### config.mk
export PLATFORM = sky130hd
export DESIGN_NAME = rt_mem_loader_flat
export DESIGN_NICKNAME = d
export VERILOG_FILES = /design/src/rtl/rt_loader_pkg.sv /design/src/rtl/rt_mem_loader_if.sv /design/src/rtl/rt_byte_packer.sv /design/src/rtl/rt_mem_loader.sv /design/src/flat_wrapper.sv
export SDC_FILE = /design/constraint.sdc
export NUM_CORES = 1
export LEC_CHECK = 0
export BUFFER_PORTS_ARGS = -buffer_cell sky130_fd_sc_hd__buf_2
export CORE_ASPECT_RATIO = 1.4
export CORE_MARGIN = 2
export CORE_UTILIZATION = 54
export DETAILED_ROUTE_END_ITERATION = 8
export PLACE_DENSITY = 0.8
export REMOVE_ABC_BUFFERS = 1
export SYNTH_ARGS = -nofsm -noshare
export SYNTH_HDL_FRONTEND = slang
export SYNTH_SLANG_ARGS = --single-unit
### constraint.sdc
create_clock -name clk_i -period 10 [get_ports clk_i]
set_input_delay 1.5 -clock clk_i [delete_from_list [all_inputs] [get_ports clk_i]]
set_output_delay 1.5 -clock clk_i [all_outputs]
set_load 0.01 [all_outputs]
### src/rtl/rt_loader_pkg.sv
// Shared types and constants for the racetrack/LiM firmware preloader.
package rt_loader_pkg;

    // Loader sequencing: gather a word, write it, wait, then release the core.
    typedef enum logic [2:0] {
        IDLE    = 3'd0,
        COLLECT = 3'd1,
        WRITE   = 3'd2,
        SETTLE  = 3'd3,
        DONE    = 3'd4
    } loader_state_e;

    localparam int         WORD_BYTES    = 4;
    localparam int         ADDR_STRIDE   = 4;
    localparam logic [2:0] LIM_FUNCT_NOP = 3'b000;

endpackage

### src/rtl/rt_mem_loader_if.sv
// Byte-stream input and dp_ram port-B bus of the firmware preloader.
// Signal suffixes are given from the loader's point of view.
interface rt_mem_loader_if #(
    parameter int RAM_ADDR_WIDTH = 22
);
    logic                      byte_valid_i;
    logic [7:0]                byte_i;
    logic                      byte_ready_o;
    logic                      mem_ready_i;
    logic                      en_b_o;
    logic                      we_b_o;
    logic [3:0]                be_b_o;
    logic [RAM_ADDR_WIDTH-1:0] addr_b_o;
    logic [31:0]               wdata_b_o;
    logic [2:0]                lim_funct_o;
    logic                      we_b_funct_mem_o;
    logic [RAM_ADDR_WIDTH-1:0] addr_b_range_o;

    // Loader side: consumes bytes, drives memory port B.
    modport master (
        input  byte_valid_i, byte_i, mem_ready_i,
        output byte_ready_o, en_b_o, we_b_o, be_b_o, addr_b_o, wdata_b_o,
               lim_funct_o, we_b_funct_mem_o, addr_b_range_o
    );

    // Environment side: byte source plus memory.
    modport slave (
        output byte_valid_i, byte_i, mem_ready_i,
        input  byte_ready_o, en_b_o, we_b_o, be_b_o, addr_b_o, wdata_b_o,
               lim_funct_o, we_b_funct_mem_o, addr_b_range_o
    );
endinterface

### src/rtl/rt_byte_packer.sv
// Packs little-endian bytes into 32-bit words: three bytes are held in a
// lane shift register and the fourth completes the word combinationally.
module rt_byte_packer
    import rt_loader_pkg::*;
(
    input  logic        clk_i,
    input  logic        rst_i,
    input  logic        clear_i,
    input  logic        take_i,
    input  logic [7:0]  byte_i,
    output logic        word_valid_o,
    output logic [31:0] word_o
);
    localparam logic [1:0] LAST_IDX = 2'(WORD_BYTES - 1);

    logic [1:0]  idx_q, idx_d;
    logic [23:0] lanes_q, lanes_d;

    // Advance the byte index and shift earlier bytes toward lane 0.
    always_comb begin
        idx_d   = idx_q;
        lanes_d = lanes_q;
        if (clear_i) begin
            idx_d = 2'd0;
        end else if (take_i) begin
            if (idx_q == LAST_IDX) begin
                idx_d = 2'd0;
            end else begin
                idx_d   = idx_q + 2'd1;
                lanes_d = {byte_i, lanes_q[23:8]};
            end
        end
    end

    // Index and lanes; reset discards any partial word.
    always_ff @(posedge clk_i or posedge rst_i) begin
        if (rst_i) begin
            idx_q   <= 2'd0;
            lanes_q <= 24'd0;
        end else begin
            idx_q   <= idx_d;
            lanes_q <= lanes_d;
        end
    end

    assign word_valid_o = take_i && !clear_i && (idx_q == LAST_IDX);
    assign word_o       = {byte_i, lanes_q};

endmodule

### src/rtl/rt_mem_loader.sv
// Firmware preloader for the racetrack/LiM data memory. Packs a byte stream
// into words, writes them sequentially through port B with LiM controls held
// inactive, then raises a sticky fetch enable.
// Optional feature: define RT_LOADER_CHECKSUM_EN to add checksum_o (sum of
// all written words) and checksum_valid_o (high in DONE).
module rt_mem_loader
    import rt_loader_pkg::*;
#(
    parameter int                        RAM_ADDR_WIDTH = 22,
    parameter logic [RAM_ADDR_WIDTH-1:0] BASE_ADDR      = '0,
    parameter int                        CNT_WIDTH      = 16,
    parameter int                        SETTLE_CYCLES  = 3
) (
    input  logic                 clk_i,
    input  logic                 rst_i,
    input  logic                 start_i,
    input  logic [CNT_WIDTH-1:0] num_words_i,
    rt_mem_loader_if.master      bus,
    output logic                 busy_o,
    output logic                 fetch_enable_o
`ifdef RT_LOADER_CHECKSUM_EN
    ,
    output logic [31:0]          checksum_o,
    output logic                 checksum_valid_o
`endif
);
    localparam int SETTLE_W = $clog2(SETTLE_CYCLES + 1) + 1;
    localparam logic [SETTLE_W-1:0] SETTLE_LAST = SETTLE_W'(SETTLE_CYCLES);

    loader_state_e             state_q, state_d;
    logic [CNT_WIDTH-1:0]      rem_q, rem_d;
    logic [RAM_ADDR_WIDTH-1:0] addr_q, addr_d;
    logic [31:0]               wdata_q, wdata_d;
    logic                      wr_q, wr_d;
    logic [3:0]                be_q, be_d;
    logic                      fetch_q, fetch_d;
    logic [SETTLE_W-1:0]       settle_q, settle_d;

    logic        start_ok;
    logic        pk_take;
    logic        pk_word_valid;
    logic [31:0] pk_word;
    logic        wr_accept;

    assign start_ok  = start_i && ((state_q == IDLE) || (state_q == DONE));
    assign pk_take   = bus.byte_valid_i && (state_q == COLLECT);
    assign wr_accept = (state_q == WRITE) && bus.mem_ready_i;

    rt_byte_packer u_packer (
        .clk_i        (clk_i),
        .rst_i        (rst_i),
        .clear_i      (start_ok),
        .take_i       (pk_take),
        .byte_i       (bus.byte_i),
        .word_valid_o (pk_word_valid),
        .word_o       (pk_word)
    );

    // Next state and next values of every registered output.
    always_comb begin
        state_d  = state_q;
        rem_d    = rem_q;
        addr_d   = addr_q;
        wdata_d  = wdata_q;
        wr_d     = wr_q;
        be_d     = be_q;
        fetch_d  = fetch_q;
        settle_d = settle_q;
        case (state_q)
            IDLE, DONE: begin
                if (start_i) begin
                    rem_d    = num_words_i;
                    addr_d   = BASE_ADDR;
                    settle_d = '0;
                    state_d  = (num_words_i == '0) ? SETTLE : COLLECT;
                end
            end
            COLLECT: begin
                if (pk_word_valid) begin
                    wdata_d = pk_word;
                    wr_d    = 1'b1;
                    be_d    = 4'hF;
                    state_d = WRITE;
                end
            end
            WRITE: begin
                if (bus.mem_ready_i) begin
                    wr_d   = 1'b0;
                    be_d   = 4'h0;
                    addr_d = addr_q + RAM_ADDR_WIDTH'(ADDR_STRIDE);
                    rem_d  = rem_q - CNT_WIDTH'(1);
                    if (rem_q == CNT_WIDTH'(1)) begin
                        settle_d = '0;
                        state_d  = SETTLE;
                    end else begin
                        state_d = COLLECT;
                    end
                end
            end
            SETTLE: begin
                if (settle_q == SETTLE_LAST) begin
                    fetch_d = 1'b1;
                    state_d = DONE;
                end else begin
                    settle_d = settle_q + SETTLE_W'(1);
                end
            end
            default: begin
                state_d = IDLE;
            end
        endcase
    end

    // FSM state register.
    always_ff @(posedge clk_i or posedge rst_i) begin
        if (rst_i) begin
            state_q <= IDLE;
        end else begin
            state_q <= state_d;
        end
    end

    // Counters, address, write data and registered port-B controls.
    always_ff @(posedge clk_i or posedge rst_i) begin
        if (rst_i) begin
            rem_q    <= '0;
            addr_q   <= BASE_ADDR;
            wdata_q  <= 32'd0;
            wr_q     <= 1'b0;
            be_q     <= 4'h0;
            fetch_q  <= 1'b0;
            settle_q <= '0;
        end else begin
            rem_q    <= rem_d;
            addr_q   <= addr_d;
            wdata_q  <= wdata_d;
            wr_q     <= wr_d;
            be_q     <= be_d;
            fetch_q  <= fetch_d;
            settle_q <= settle_d;
        end
    end

`ifdef RT_LOADER_CHECKSUM_EN
    logic [31:0] cs_q, cs_d;
    logic        csv_q;

    // Running sum of accepted words, restarted with each load.
    always_comb begin
        cs_d = cs_q;
        if (start_ok) begin
            cs_d = 32'd0;
        end else if (wr_accept) begin
            cs_d = cs_q + wdata_q;
        end
    end

    // Checksum register and its DONE-qualified valid flag.
    always_ff @(posedge clk_i or posedge rst_i) begin
        if (rst_i) begin
            cs_q  <= 32'd0;
            csv_q <= 1'b0;
        end else begin
            cs_q  <= cs_d;
            csv_q <= (state_d == DONE);
        end
    end

    assign checksum_o       = cs_q;
    assign checksum_valid_o = csv_q;
`endif

    assign bus.byte_ready_o     = (state_q == COLLECT);
    assign bus.en_b_o           = wr_q;
    assign bus.we_b_o           = wr_q;
    assign bus.be_b_o           = be_q;
    assign bus.addr_b_o         = addr_q;
    assign bus.wdata_b_o        = wdata_q;
    assign bus.lim_funct_o      = LIM_FUNCT_NOP;
    assign bus.we_b_funct_mem_o = 1'b0;
    assign bus.addr_b_range_o   = '0;

    assign busy_o         = (state_q == COLLECT) || (state_q == WRITE) || (state_q == SETTLE);
    assign fetch_enable_o = fetch_q;

endmodule
### src/flat_wrapper.sv
// flat-port wrapper written by rule: the top's interface ports become plain ports
module rt_mem_loader_flat import rt_loader_pkg::*;
#(
    parameter int                        RAM_ADDR_WIDTH = 22,
    parameter logic [RAM_ADDR_WIDTH-1:0] BASE_ADDR      = '0,
    parameter int                        CNT_WIDTH      = 16,
    parameter int                        SETTLE_CYCLES  = 3
)
  (clk_i, rst_i, start_i, num_words_i, busy_o, fetch_enable_o, bus_byte_valid_i, bus_byte_i, bus_mem_ready_i, bus_byte_ready_o, bus_en_b_o, bus_we_b_o, bus_be_b_o, bus_addr_b_o, bus_wdata_b_o, bus_lim_funct_o, bus_we_b_funct_mem_o, bus_addr_b_range_o);
  rt_mem_loader_if #(.RAM_ADDR_WIDTH(RAM_ADDR_WIDTH)) bus_i ();
  input  logic clk_i;
  input  logic rst_i;
  input  logic start_i;
  input  logic [CNT_WIDTH-1:0] num_words_i;
  output logic busy_o;
  output logic fetch_enable_o;
  input wire logic [$bits(bus_i.byte_valid_i)-1:0] bus_byte_valid_i;
  input wire logic [$bits(bus_i.byte_i)-1:0] bus_byte_i;
  input wire logic [$bits(bus_i.mem_ready_i)-1:0] bus_mem_ready_i;
  output wire logic [$bits(bus_i.byte_ready_o)-1:0] bus_byte_ready_o;
  output wire logic [$bits(bus_i.en_b_o)-1:0] bus_en_b_o;
  output wire logic [$bits(bus_i.we_b_o)-1:0] bus_we_b_o;
  output wire logic [$bits(bus_i.be_b_o)-1:0] bus_be_b_o;
  output wire logic [$bits(bus_i.addr_b_o)-1:0] bus_addr_b_o;
  output wire logic [$bits(bus_i.wdata_b_o)-1:0] bus_wdata_b_o;
  output wire logic [$bits(bus_i.lim_funct_o)-1:0] bus_lim_funct_o;
  output wire logic [$bits(bus_i.we_b_funct_mem_o)-1:0] bus_we_b_funct_mem_o;
  output wire logic [$bits(bus_i.addr_b_range_o)-1:0] bus_addr_b_range_o;
  assign bus_i.byte_valid_i = bus_byte_valid_i;
  assign bus_i.byte_i = bus_byte_i;
  assign bus_i.mem_ready_i = bus_mem_ready_i;
  assign bus_byte_ready_o = bus_i.byte_ready_o;
  assign bus_en_b_o = bus_i.en_b_o;
  assign bus_we_b_o = bus_i.we_b_o;
  assign bus_be_b_o = bus_i.be_b_o;
  assign bus_addr_b_o = bus_i.addr_b_o;
  assign bus_wdata_b_o = bus_i.wdata_b_o;
  assign bus_lim_funct_o = bus_i.lim_funct_o;
  assign bus_we_b_funct_mem_o = bus_i.we_b_funct_mem_o;
  assign bus_addr_b_range_o = bus_i.addr_b_range_o;
  rt_mem_loader #(.RAM_ADDR_WIDTH(RAM_ADDR_WIDTH), .BASE_ADDR(BASE_ADDR), .CNT_WIDTH(CNT_WIDTH), .SETTLE_CYCLES(SETTLE_CYCLES)) u_core (.clk_i(clk_i), .rst_i(rst_i), .start_i(start_i), .num_words_i(num_words_i), .bus(bus_i), .busy_o(busy_o), .fetch_enable_o(fetch_enable_o));
endmodule
==> results of run 1 <==
## power groups by stage
stage	Clock (mW)	Sequential (mW)	Combinational [mW]
finish	0.344	0.703	0.525
global route	0.366	0.730	0.584
CTS	0.350	0.704	0.534
detailed placement	0	0.710	0.532
global placement	0	0.698	0.512
floorplan	0	0.718	0.325
## through the flow
step	cells	util [%]	area (sq um)	power [mW]	hold slack, ns
final	644	63.1	5700	1.57	0.477
after global routing	644	63.1	5700	1.68	0.511
after CTS	644	63.1	5700	1.59	0.487
after detailed placement	628	59.9	5410	1.24	0.467
after global placement	628	59.9	5410	1.21	0.460
after floorplan	426	-	4780	1.04	0.456
## placed cells by master, fill, tap and decap left out, types with 3 or more instances in the layout
master     netlist  layout
inv_1            8       7
nor2_1          23      23
clkinv_4         0       4
a21oi_1         27      27
or4_1            6       6
nor3b_1          3       3
nor4_1           7       7
or3b_2           3       3
conb_1           1      28
nor3_1           3       3
ha_1             6       6
buf_4           33       6
o21ai_0         24      24
mux2_2          57      57
dfrtp_1        102     102
nand3b_1         4       4
a31oi_1          4       4
clkbuf_16        0       9
nand2_1         25      25
o211ai_1         7       7
or3_1            6       6
nand4_1          8       8
o31ai_1          6       6
xor2_1           4       4
and4_1           5       5
a22o_1           3       3
nand3_1         14      14
buf_2           13      89
o22ai_1          3       3
## layer usage
| metal | vias to the layer above | part of all wire (%) | wire length, microns | global-route usage [%] |
|---|---|---|---|---|
| li1 | 1764 | - | - | - |
| met1 | 1857 | 40 | 4250 | 27.2 |
| met5 | - | 0 | 0 | 0 |
| met4 | 0 | 3.5 | 371 | 12.0 |
| met3 | 26 | 6.9 | 734 | 4.82 |
| met2 | 148 | 49 | 5220 | 34.4 |
## worst reg2reg max path, delay by kind of cell (launching register included)
kind            cells  cell delay, ns
compound gates      2            0.51
simple gates        2            1.49
flops               1            0.55
## registers in the layout (all words and copies together), names as in the netlist
register	flops
u_core.bus.addr_b_o	20
u_core.settle_q	3
u_core.u_packer.lanes_q	24
u_core.rem_q	16
u_core.bus.be_b_o	1
u_core.bus.wdata_b_o	32
u_core.state_q	3
u_core.fetch_enable_o	1
u_core.u_packer.idx_q	2
## kinds of logic (layout without fill, tap and decap cells)
group,count (synthesis),count (layout)
AO/OA/AOI/OAI,96,96
XOR/XNOR,5,5
adder cells (fa/ha/maj),6,6
buffers and inverters,64,119
flip-flops,102,102
multiplexers,57,57
other,1,28
AND/OR/NAND/NOR,124,124
## path summary, 6_finish.rpt
kind,from,to,slack [ns],depth (start not counted)
setup / recovery,start_i,u_core.bus.addr_b_o[11]$_DFFE_PP0P_,6.70,5
hold / removal,u_core.fetch_enable_o$_DFFE_PP0P_,u_core.fetch_enable_o$_DFFE_PP0P_,0.48,1
setup reg to reg,u_core.state_q[1]$_DFFE_PP0P_,u_core.bus.addr_b_o[11]$_DFFE_PP0P_,7.37,4
hold reg to reg,u_core.fetch_enable_o$_DFFE_PP0P_,u_core.fetch_enable_o$_DFFE_PP0P_,0.48,1
max in group asynchronous,rst_i,u_core.u_packer.lanes_q[3]$_DFFE_PP0P_,7.65,3
min in group asynchronous,rst_i,u_core.bus.wdata_b_o[22]$_DFFE_PP0P_,1.15,2
## area by class of cell
cell class	instances	area [sq um]
multi-input combinational	316	2200
inverter	8	32.5
fill	769	3330
clock buffer	9	225
clock inverter	7	66.3
timing repair buffer	95	490
sequential	102	2550
tap	107	134
==> qor.csv, run 1 <==
stage,metric,value,unit
power_and_ir_drop,part of the power in registers,44.7,%
synthesis,asr flop ratio synth,100,%
sta,period utilization,33.0,%
sta,Slew Limit Fails,0,
hold_path,Hold Crit Class,flip-flop to flip-flop,
worst_setup_path,startpoint class of the critical path,input port,
drt,routed length per instance,16.4,microns
place,# port buffers,89,
drt,WL final,10600,microns
synthesis,synthesis-stage register bit count,102,
die,Initial Util,55.7,%
layout,Nets,567,
synthesis,Synth top cells by count,"102 x dfrtp_1, 57 x mux2_2, 33 x buf_4",
synthesis,Simple-Gate Fraction of Synth Area,14.4,%
sta,final hold violations,0,
drt,Post-DRT Antenna Nets,0,
power_and_ir_drop,Leak Pwr,2.64,nW
worst_setup_path,"slowest stage delay, CP",0.86,ns
drt,initial drt markers,181,
power_and_ir_drop,internal power,1.01,mW
clock_network,number of H-tree levels,3,
drt,drt pass-1 iters,4,
worst_setup_path,"Max FO, Critical Path",27,
worst_setup_path,WP buf/inv,1,
worst_setup_path,CP required,10.27,ns
synthesis,mux contribution to synthesized area,12.8,%
die,Die X,85.6,microns
global_routing,initial antenna violation count,0,
worst_setup_path,Crit-path slowest cell,nor3b_4,
layout,"Area growth, synth to finish",13.3,%
synthesis,most common cell in the netlist,dfrtp_1,
power_and_ir_drop,P per Cell Area,276,nW/um^2
drt,Vias,3795,
power_and_ir_drop,clock network fraction of total power,21.9,%
clock_network,Post-CTS Setup Bufs,0,
synthesis,"Cell Area, Synth",5030,sq um
sta,worst rel slew slack,29.9,%
synthesis,"Primary FF master, synth",dfrtp_1,
sta,Final setup viols,0,
synthesis,Post-synth EDFFs,0,
worst_setup_path,Worst Setup End Kind,flip-flop,
clock_network,CTS sink cnt,102,
die,I/O pin count,118,
synthesis,Synth cell types,57,
clock_network,CTS tree,yes,
sta,Slew @ Worst Pin,1.05,ns
synthesis,Post-Synth Adder-Cell Area,1.49,%
synthesis,"Seq/Total Area, Yosys",50.7,%
synthesis,Synth Area in XOR/XNOR,0.871,%
worst_setup_path,WS Path Type,input port to flip-flop,
synthesis,compound-cell area share of the yosys netlist,12.1,%
sta,Setup WS post-layout,6.70,ns
clock_network,TritonCTS Buffers,9,
die,die height,118,microns
sta,RSZ-0062 raised after global routing,no,
drt,post-DR vias/cell,5.89,
worst_setup_path,cell breakdown of the critical path,buf_2 > nor3b_4 > o21ai_2 > or4b_1 > a21oi_1,
global_routing,vias in the first global route,3665,
layout,antenna cells,0,
clock_network,worst skew pair latency,0.35,ns
die,core area,9030,sq um
global_routing,largest net degree at the start of global routing,69,
synthesis,Synth top area share,50.7,%
place,gp weighted congestion,0.892,
global_routing,All-Layer GR Usage,21.7,%
power_and_ir_drop,Logic pwr share,33.4,%
sta,Worst Clk Skew,0.00630,ns
synthesis,gate count after technology mapping,455,
run_status,outcome,"complete, no violations",
die,die area,10100,sq um
clock_network,maximum clock insertion buffer count,2,
synthesis,"Avg Cell Area, Syn",11.1,sq um
worst_setup_path,Crit path max-delay family,simple AND/OR/NAND/NOR gates,
power_and_ir_drop,Max VDD drop,0.000184,V
synthesis,ranking of synthesized cells by area,"dfrtp_1 51%, mux2_2 13%, buf_4 4.9%",
worst_setup_path,"Arr. time, crit path",3.56,ns
clock_network,"Hold-fix buffers, CTS",0,
sta,fmax,0.303,GHz
place,HPWL after DPL,7450,microns
global_routing,first-pass GRT wire length,17500,microns
synthesis,Synth Warn #,0,
run,Max-Cap Viols,0,
synthesis,cell taking the most area after synthesis,dfrtp_1,
clock_network,root buffer cell,clkbuf_16,
power_and_ir_drop,NetSw,560,uW
sta,final setup TNS,0,ns
clock_network,Post-CTS Resized,0,
place,pre-CTS setup slack,6.34,ns
die,number of cell rows,41,
synthesis,dominant combinational cell family by area after synthesis,simple AND/OR/NAND/NOR gates,
drt,Remaining DRCs,0,
layout,layout cells sized above 1,33.3,%
global_routing,GRT Residual Overflow,0,
clock_network,"Clk pin slew, worst setup/hold paths",0.07,ns
power_and_ir_drop,switching part of the total power,35.7,%
sta,Final min period,3.30,ns
Power figures use the tool's default switching activity.
==> run 2, diff against run 1 <==
Settings changed: ABC_AREA from default to 1, PLACE_DENSITY 0.8 to 0.79.
Clock period 10 ns to 3.13 ns, I/O delays scaled along.
==> run 2 against run 1 <==
Compared with the run above: count of clock-buffer cells in the layout rose by 1; first-iteration DRC count rose by 100%; via count increased by 22%; wire length rose by 13%.
==> qor.csv, run 2 <==
stage,metric,value,unit,change
run_status,outcome,"complete, no violations",,
die,die height,122,microns,+3.0%
worst_setup_path,FF-to-FF Start,u_core.state_q[2]$_DFFE_PP0P_,,
die,Die X,88.1,microns,+3.0%
synthesis,dominant combinational cell family by area after synthesis,simple AND/OR/NAND/NOR gates,,
synthesis,"Avg Cell Area, Syn",7.74,sq um,-30%
place,# port buffers,89,,unchanged
global_routing,vias in the first global route,4410,,+20%
place,dpl cell area,5700,sq um,+5.3%
layout,"commonest non-fill, non-tap cells in the layout","209 x nand2_1, 102 x dfrtp_1, 89 x buf_2",,
clock_network,Post-CTS Resized,0,,unchanged
clock_network,CTS tree,yes,,
worst_setup_path,"Arr. time, crit path",2.54,ns,-1.02 ns
sta,Final min period,2.28,ns,
worst_setup_path,Crit-path slowest cell,nand2_2,,
worst_setup_path,WP buf/inv,3,,+2
worst_setup_path,"Max FO, Critical Path",39,,+44%
synthesis,gate count after technology mapping,691,,+52%
sta,period utilization,72.8,%,
global_routing,first-pass GRT wire length,19700,microns,+12%
die,die area,10700,sq um,+6.1%
drt,WL final,12000,microns,+13%
worst_setup_path,Worst path depth,8,,+3
place,HPWL after DPL,8550,microns,+15%
synthesis,cell taking the most area after synthesis,dfrtp_1,,
sta,Worst Clk Skew,0.00655,ns,+0.000252 ns
sta,final hold violations,0,,unchanged
clock_network,maximum clock insertion buffer count,2,,unchanged
power_and_ir_drop,P per Cell Area,799,nW/um^2,+190%
synthesis,compound-cell area share of the yosys netlist,11.4,%,-0.70 points
drt,drt pass-1 iters,5,,+1
clock_network,"Clk pin slew, worst setup/hold paths",0.07,ns,about the same
drt,initial drt markers,365,,+100%
hold_path,Hold Crit Class,input port to asynchronous set/reset pin,,
layout,cell area after layout,5990,sq um,+5.1%
drt,routed length per instance,13.2,microns,-20%
place,pre-CTS setup slack,0.914,ns,-5.42 ns
die,Initial Util,54.7,%,-1.1 points
sta,Slew @ Worst Pin,0.898,ns,-0.152 ns
sta,Slew Limit Fails,0,,unchanged
synthesis,Synth Warn #,0,,unchanged
worst_setup_path,Crit path max-delay family,simple AND/OR/NAND/NOR gates,,
clock_network,number of H-tree levels,3,,unchanged
synthesis,"Primary FF master, synth",dfrtp_1,,
worst_setup_path,cell breakdown of the critical path,inv_1 > nand3_2 > inv_2 > nand2_1 > nand2_2 > buf_4 > o21ai_0 > o21ai_0,,
layout,area of the multi-input gates,2180,sq um,-0.80%
layout,layout cells sized above 1,16.5,%,-17 points
place,gp weighted congestion,0.891,,about the same
sta,Final setup viols,0,,unchanged
worst_setup_path,Crit path top cell by count,o21ai_0,,
global_routing,GRT Residual Overflow,0,,unchanged
worst_setup_path,Worst Setup SP,u_core.state_q[2]$_DFFE_PP0P_,,
global_routing,largest net degree at the start of global routing,58,,-16%
clock_network,TritonCTS Buffers,9,,unchanged
worst_setup_path,CP endpoint,u_core.rem_q[13]$_DFFE_PP0P_,,
worst_setup_path,Reg2Reg Capture Point,u_core.rem_q[13]$_DFFE_PP0P_,,
synthesis,ranking of synthesized cells by area,"dfrtp_1 48%, nand2_1 15%, o21ai_0 5.9%",,
clock_network,root buffer cell,clkbuf_16,,
synthesis,asr flop ratio synth,100,%,unchanged
layout,max reg flops,32,,unchanged
synthesis,Simple-Gate Fraction of Synth Area,26.0,%,+12 points
layout,"most common cell after layout, fill and taps aside",nand2_1,,
synthesis,"Cell Area, Synth",5350,sq um,+6.4%
synthesis,Synth top area share,47.7,%,-3.0 points
power_and_ir_drop,Leak Pwr,3.19,nW,+21%
layout,Nets,801,,+41%
worst_setup_path,WS Path Type,flip-flop to flip-flop,,
synthesis,Post-synth EDFFs,0,,unchanged
clock_network,CTS sink cnt,102,,unchanged
synthesis,synthesis-stage register bit count,102,,unchanged
worst_setup_path,CP required,3.39,ns,-6.88 ns
synthesis,Synth top cells by count,"209 x nand2_1, 102 x dfrtp_1, 77 x inv_1",,
worst_setup_path,Worst Setup End Kind,flip-flop,,
drt,post-DR vias/cell,5.09,,-14%
clock_network,worst skew pair latency,0.34,ns,about the same
drt,Vias,4616,,+22%
layout,register area,2550,sq um,unchanged
synthesis,most common cell in the netlist,nand2_1,,
worst_setup_path,startpoint class of the critical path,flip-flop,,
clock_network,"Hold-fix buffers, CTS",0,,unchanged
global_routing,All-Layer GR Usage,23.2,%,+1.6 points
sta,RSZ-0062 raised after global routing,no,,
global_routing,initial antenna violation count,0,,unchanged
synthesis,Post-Synth Adder-Cell Area,1.40,%,-0.090 points
sta,Setup WS post-layout,0.852,ns,-5.85 ns
power_and_ir_drop,Max VDD drop,0.000467,V,+150%
die,number of cell rows,43,,+4.9%
layout,"Area growth, synth to finish",11.9,%,
synthesis,"Seq/Total Area, Yosys",47.7,%,-3.0 points
synthesis,mux contribution to synthesized area,0,%,-13 points
worst_setup_path,"slowest stage delay, CP",0.53,ns,-0.33 ns
drt,Remaining DRCs,0,,unchanged
run,Max-Cap Viols,0,,unchanged
worst_setup_path,R2R Setup Slk,0.85,ns,-6.52 ns
layout,Fillers,932,,+21%
clock_network,Post-CTS Setup Bufs,0,,unchanged
synthesis,Synth cell types,35,,-39%
worst_setup_path,reg2reg path depth,8,,+4
layout,antenna cells,0,,unchanged
die,I/O pin count,118,,unchanged
sta,worst rel slew slack,40.0,%,+10 points
die,core area,9790,sq um,+8.5%
synthesis,Synth Area in XOR/XNOR,0,%,-0.87 points
drt,Post-DRT Antenna Nets,0,,unchanged
sta,fmax,0.439,GHz,
## run 2: cell count changes in the layout (fill, tap and decap cells not counted), sizes merged, moves of 13 or more
cell,previous run,this run
nand3,14,29
nor2,23,65
o21ai,26,88
inv,11,83
nand2,25,211
a21oi,27,14
mux2,57,0
## run 2: worst min-delay path by stage
stage	start	endpoint	slack, ns	cells after the start
2_1_floorplan	u_core.settle_q[2]$_DFFE_PP0P_	u_core.settle_q[2]$_DFFE_PP0P_	0.44	2
3_3_place_gp	u_core.bus.wdata_b_o[3]$_DFFE_PP0P_	u_core.bus.wdata_b_o[3]$_DFFE_PP0P_	0.45	2
3_5_place_dp	u_core.bus.wdata_b_o[0]$_DFFE_PP0P_	u_core.bus.wdata_b_o[0]$_DFFE_PP0P_	0.46	2
4_1_cts	rst_i	u_core.bus.wdata_b_o[0]$_DFFE_PP0P_	0.23	2
5_1_grt	rst_i	u_core.bus.wdata_b_o[17]$_DFFE_PP0P_	0.27	2
6_report	rst_i	u_core.bus.wdata_b_o[17]$_DFFE_PP0P_	0.20	2
## run 2: cells by family after synthesis
kind of cell / count (synthesis)
compound gates: 113
buf+inv: 137
fa+ha+maj: 6
flops: 102
other cells: 1
simple gates: 332
## run 2: layer usage
layer  vias to the layer above  global-route usage [%]  wire length [microns]
met5                         -                       0                      0
li1                       2279                       -                      -
met1                      2157                    29.2                   4990
met4                         0                    8.33                    198
met3                        14                    5.28                    824
met2                       166                    39.2                   5940
## run 2: stage by stage
step | power, mW | utilization, % | setup TNS, ns | hold WS (ns) | instances
detailed placement | 3.72 | 58.2 | 0 | 0.457 | 890
CTS | 4.81 | 61.2 | 0 | 0.232 | 906
global route | 5.16 | 61.2 | 0 | 0.265 | 906
finish | 4.79 | 61.2 | 0 | 0.202 | 906
floorplan | 3.11 | - | -1.53 | 0.442 | 662
global placement | 3.65 | 58.2 | 0 | 0.451 | 890
## run 2: layout make-up
type	instances	share of cell area, %
sequential	102	42.6
multi-input combinational	479	36.4
timing repair buffer	93	8.15
inverter	81	5.12
clock buffer	10	3.99
tap	135	2.82
clock inverter	6	0.877
## run 2: power breakdown
group	switching (mW)	internal [mW]	total (mW)
logic	1.09	0.572	1.66
registers	0.306	1.73	2.04
clock network	0.510	0.574	1.08
total	1.91	2.88	4.79
## run 2: worst register-to-register path, delay by kind of cell, from the launching register on
kind / cells / cell delay, ns
buffers and inverters: 3 / 0.59
AND/OR/NAND/NOR: 3 / 0.92
AO/OA/AOI/OAI: 2 / 0.25
flip-flops: 1 / 0.44
